`src/rtl/time_keeper_bcd.sv`:
```
// 24-hour hh:mm:ss time-of-day in packed BCD, advanced by rising edges of an asynchronous 1 Hz input.
// Includes a valid/ready load port with range checking.
module time_keeper_bcd #(
    parameter int SYNC_STAGES = 2
) (
    input  logic       clk,
    input  logic       rst,
    input  logic       sec_in,
    input  logic       run,
    input  logic       set_valid,
    input  logic [7:0] set_hh,
    input  logic [7:0] set_mm,
    input  logic [7:0] set_ss,
    output logic       set_ready,
    output logic       set_err,
    output logic [7:0] hh,
    output logic [7:0] mm,
    output logic [7:0] ss,
    output logic       sec_tick,
    output logic       min_tick,
    output logic       day_tick
);

    typedef enum logic {
        ARM,
        LIVE
    } state_t;

    localparam int FILL_MAX = SYNC_STAGES + 1;
    localparam int FILL_W   = $clog2(FILL_MAX + 1);

    logic [SYNC_STAGES-1:0] sync_chain;
    logic                   s_q;
    logic                   s_prev;
    logic                   rise;
    logic                   tick;
    logic [FILL_W-1:0]      fill;
    state_t                 state;
    state_t                 state_next;
    logic                   in_range;
    logic                   load_ok;
    logic                   load_bad;

    function automatic logic bcd_ok(input logic [7:0] v, input logic [7:0] max_v);
        return (v[7:4] <= 4'd9) && (v[3:0] <= 4'd9) && (v <= max_v);
    endfunction

    function automatic logic [7:0] bcd_inc(input logic [7:0] v);
        if (v[3:0] == 4'd9)
            return {v[7:4] + 4'd1, 4'd0};
        else
            return {v[7:4], v[3:0] + 4'd1};
    endfunction

    always_ff @(posedge clk or posedge rst) begin
        if (rst) begin
            sync_chain <= '0;
            s_q        <= 1'b0;
            s_prev     <= 1'b0;
        end else begin
            sync_chain <= {sync_chain[SYNC_STAGES-2:0], sec_in};
            s_q        <= sync_chain[SYNC_STAGES-1];
            s_prev     <= s_q;
        end
    end

    assign rise = s_q & ~s_prev;

    // s_q only reflects sec_in once the reset zeros have drained out of the pipeline,
    // so arming waits for that before trusting a low level.
    always_ff @(posedge clk or posedge rst) begin
        if (rst)
            fill <= '0;
        else if (state == ARM && fill != FILL_W'(FILL_MAX))
            fill <= fill + 1'b1;
    end

    always_ff @(posedge clk or posedge rst) begin
        if (rst)
            state <= ARM;
        else
            state <= state_next;
    end

    always_comb begin
        state_next = state;
        tick       = 1'b0;
        case (state)
            ARM: begin
                if (fill == FILL_W'(FILL_MAX) && !s_q)
                    state_next = LIVE;
            end
            LIVE: begin
                tick = rise & run;
            end
            default: state_next = ARM;
        endcase
    end

    assign set_ready = 1'b1;
    assign in_range  = bcd_ok(set_hh, 8'h23) && bcd_ok(set_mm, 8'h59) && bcd_ok(set_ss, 8'h59);
    assign load_ok   = set_valid & set_ready & in_range;
    assign load_bad  = set_valid & set_ready & ~in_range;

    // An accepted load overrides a coincident tick; a rejected one lets it through.
    always_ff @(posedge clk or posedge rst) begin
        if (rst) begin
            hh       <= 8'h00;
            mm       <= 8'h00;
            ss       <= 8'h00;
            sec_tick <= 1'b0;
            min_tick <= 1'b0;
            day_tick <= 1'b0;
            set_err  <= 1'b0;
        end else begin
            sec_tick <= 1'b0;
            min_tick <= 1'b0;
            day_tick <= 1'b0;
            set_err  <= load_bad;
            if (load_ok) begin
                hh <= set_hh;
                mm <= set_mm;
                ss <= set_ss;
            end else if (tick) begin
                sec_tick <= 1'b1;
                if (ss == 8'h59) begin
                    ss       <= 8'h00;
                    min_tick <= 1'b1;
                    if (mm == 8'h59) begin
                        mm <= 8'h00;
                        if (hh == 8'h23) begin
                            hh       <= 8'h00;
                            day_tick <= 1'b1;
                        end else begin
                            hh <= bcd_inc(hh);
                        end
                    end else begin
                        mm <= bcd_inc(mm);
                    end
                end else begin
                    ss <= bcd_inc(ss);
                end
            end
        end
    end

endmodule

```
`config.mk`:
```
export PLATFORM = sky130hd
export DESIGN_NAME = time_keeper_bcd
export DESIGN_NICKNAME = d
export VERILOG_FILES = /design/src/rtl/time_keeper_bcd.sv
export SDC_FILE = /design/constraint.sdc
export NUM_CORES = 1
export LEC_CHECK = 0
export ABC_CLOCK_PERIOD_IN_PS = 1700
export CAP_MARGIN = 20
export CORE_AREA = 2 2 78 80
export DETAILED_ROUTE_END_ITERATION = 12
export DIE_AREA = 0 0 80 82
export PLACE_DENSITY = 0.8
export SLEW_MARGIN = 0
export SYNTH_ARGS = -nofsm -noshare
export SYNTH_HDL_FRONTEND = slang
export SYNTH_SLANG_ARGS = --single-unit
```
`constraint.sdc`:
```
create_clock -name clk -period 1.7 [get_ports clk]
set_input_delay 0.34 -clock clk [delete_from_list [all_inputs] [get_ports clk]]
set_output_delay 0.34 -clock clk [all_outputs]
set_load 0.005 [all_outputs]
```
==> run_results.csv <==
group,metric,value,unit
clocking,path_clk_slew,90,ps
cells_and_area,area_growth,63.3,%
timing,min_period_over_period,107,%
route,drc,0,
yosys,synth_commonest_cells,"35 x dfrtp_1, 14 x o21ai_0, 13 x ha_1",
global_route,overflow,0,
yosys,netlist_instances,216,
placement,dp_hpwl,4710,um
timing,hold_violations,0,
yosys,synth_area,2230,um2
yosys,synthesis.nets,258,
cells_and_area,drive_gt1_share,35.7,%
yosys,async_reset_ff_share,100,%
status,violations,"negative setup slack",
clocking,root_buffer,"clkbuf_8",
critical_path,cpMaxStageDelayCell,"dfrtp_1",
critical_path,crit_path_cell_trace,"inv_2, ha_4, buf_6, nand3b_4, nor4_4, buf_2, mux2i_1, o21ai_1",
global_route,grt_use_total,21.0,%
clocking,numCtsBuffers,5,
floorplanning,die_width,80,um
timing,fmax,552,MHz
route,drtPass1Iterations,4,
yosys,ys_ff_latch,35,
job,cap_violations,0,
timing,fin_worst_skew,21.0,ps
route,post_drt_via_cell_ratio,5.70,
yosys,synth-edff-count,0,
critical_path,path_buf_inv,3,
critical_path,path_delay_family,"simple AND/OR/NAND/NOR gates",
clocking,clockBufferDepth,2,
placement,numPortBuffers,56,
yosys,yosys.area.top_type,"dfrtp_1",
yosys,ys_warn_count,0,
placement,gp_congestion,0.913,
critical_path,start_kind,"flop",
power,power,3260,uW
global_route,grt_pass1_vias,2311,
cells_and_area,n_antenna_cell,0,
floorplanning,io_pins,58,
timing,rsz0062_at_grt,"yes",
route,wire_per_inst,17.5,um
timing,setup_violations,14,
power,power_density,897,nW/um2
critical_path,cp.required,1880,ps
critical_path,endpoint_kind,"flop",
yosys,synth_flop_cell,"dfrtp_1",
clocking,clk_latency,310,ps
timing,min_period,1810,ps
status,status,"finished, violations left",
power,power_switching,1030,uW
timing,fin_ws,-111,ps
global_route,antenna_found_initial,0,
clocking,htreeDepth,2,
power,p_clk_share,23.8,%
global_route,grt_max_degree,28,
floorplanning,dieArea,6560,um2
floorplanning,start_util,38.8,%
power,comb_power_share,44.3,%
yosys,post-synth-top-count-cell,"dfrtp_1",
cells_and_area,fin_nets,386,
clocking,cts_sinks,35,
timing,slew_viol_final,0,
power,switching_share,31.4,%
floorplanning,rows,28,
power,leakage,0.00159,uW
yosys,syn_area_per_cell,10.3,um2
critical_path,cp_max_fo,6,
route,routed_wl,7360,um
power,peakVddDrop,0.431,mV
power,intPower,2240,uW
power,seq_power_share,31.9,%
floorplanning,core,5750,um2
yosys,synth.area.top_cells,"dfrtp_1 39%, ha_1 7.3%, mux2_2 4.5%",
yosys,synth_top_area_share,39.3,%
clocking,cts_tree,"yes",
route,via_count,2392,
cells_and_area,nFillCells,426,
global_route,grt_pass1_wl,10700,um
route,drtAntennaViolNets,0,
critical_path,cpPeakStageDelay,390,ps
hold_path,min_path_type,"in -> async",
yosys,synth-seq-area-share,39.3,%
critical_path,worstSetupPathType,"reg -> reg",
cells_and_area,final_core_util,63.3,%
critical_path,critPathArrivalTime,1990,ps
yosys,synth_cell_types,53,
route,dr.first_iter.drc_count,270,
floorplanning,die-height,82,um
-- path summary, 6_finish.rpt --
check	startpoint	endpoint	slack, ps	depth (start not counted)
min in group clk	sync_chain[0]$_DFF_PP0_	sync_chain[1]$_DFF_PP0_	380	0
min reg2reg	sync_chain[0]$_DFF_PP0_	sync_chain[1]$_DFF_PP0_	380	0
max reg2reg	ss[1]$_DFFE_PP0P_	mm[4]$_DFFE_PP0P_	-110	8
max in group asynchronous	rst	hh[0]$_DFFE_PP0P_	880	3
min	rst	sync_chain[0]$_DFF_PP0_	310	2
max	ss[1]$_DFFE_PP0P_	mm[4]$_DFFE_PP0P_	-110	8
-- through the flow --
step	instances	hold slack (ps)	setup TNS, ps	setup slack, ps	cell area [um2]
after floorplan	216	331	-40.6	-32.0	2250
after global placement	393	333	-6480	-283	3260
after detailed placement	393	346	-7340	-345	3260
after CTS	408	332	0	0.486	3450
after global routing	420	357	-1870	-175	3640
final	420	310	-757	-111	3640
-- routing by layer --
| layer | global-route usage [%] | wire (um) |
|---|---|---|
| met1 | 24.9 | 2920 |
| met2 | 36.6 | 3750 |
| met3 | 4.95 | 494 |
| met4 | 8.98 | 200 |
| met5 | 0 | 0 |
-- repair_timing --
item,in CTS,in global routing
gates resized for setup,12,29
gates cloned,0,2
pin swaps,4,8
setup buffers,7,10
endpoints found under the hold margin,0,0
hold buffers,0,0
setup endpoints to repair,17,26
-- cell type report --
| class | instances | area (um2) | area share, % |
|---|---|---|---|
| multi-input combinational | 161 | 1350 | 37.2 |
| timing repair buffer | 130 | 1160 | 31.9 |
| sequential | 35 | 877 | 24.1 |
| tap | 75 | 93.8 | 2.58 |
| clock buffer | 5 | 68.8 | 1.89 |
| clock inverter | 3 | 43.8 | 1.20 |
| inverter | 11 | 41.3 | 1.13 |
-- logic make-up after synthesis --
| family | share of synthesized area, % |
|---|---|
| simple gates | 24.8 |
| other cells | 0.168 |
| compound gates | 15.2 |
| buf+inv | 4.72 |
| xor+xnor | 0.393 |
| flops | 39.3 |
| fa+ha+maj | 7.30 |
| mux | 8.14 |
-- registers in the layout (all words and copies together) (netlist names) --
name        cells
min_tick        1
sync_chain      2
s_q             1
mm              8
state           1
hh              8
s_prev          1
fill            2
day_tick        1
sec_tick        1
set_err         1
ss              8
-- power groups by stage --
stage          clock network (uW)  logic (uW)  registers, uW
2_1_floorplan                   0         451           1090
3_3_place_gp                    0        1060           1040
3_5_place_dp                    0        1100           1050
4_1_cts                       771        1230           1030
5_1_grt                       808        1540           1050
6_report                      775        1450           1040
-- cells in the final DEF (no fill, tap or decap), types with 7 or more instances in the layout --
master / instances
dfrtp_1: 34
ha_1: 10
buf_6: 7
o21ai_0: 10
nand4_1: 12
a31oi_1: 8
nor2_1: 10
buf_4: 65
clkdlybuf4s50_1: 51
inv_1: 10
Power figures use the tool's default switching activity.
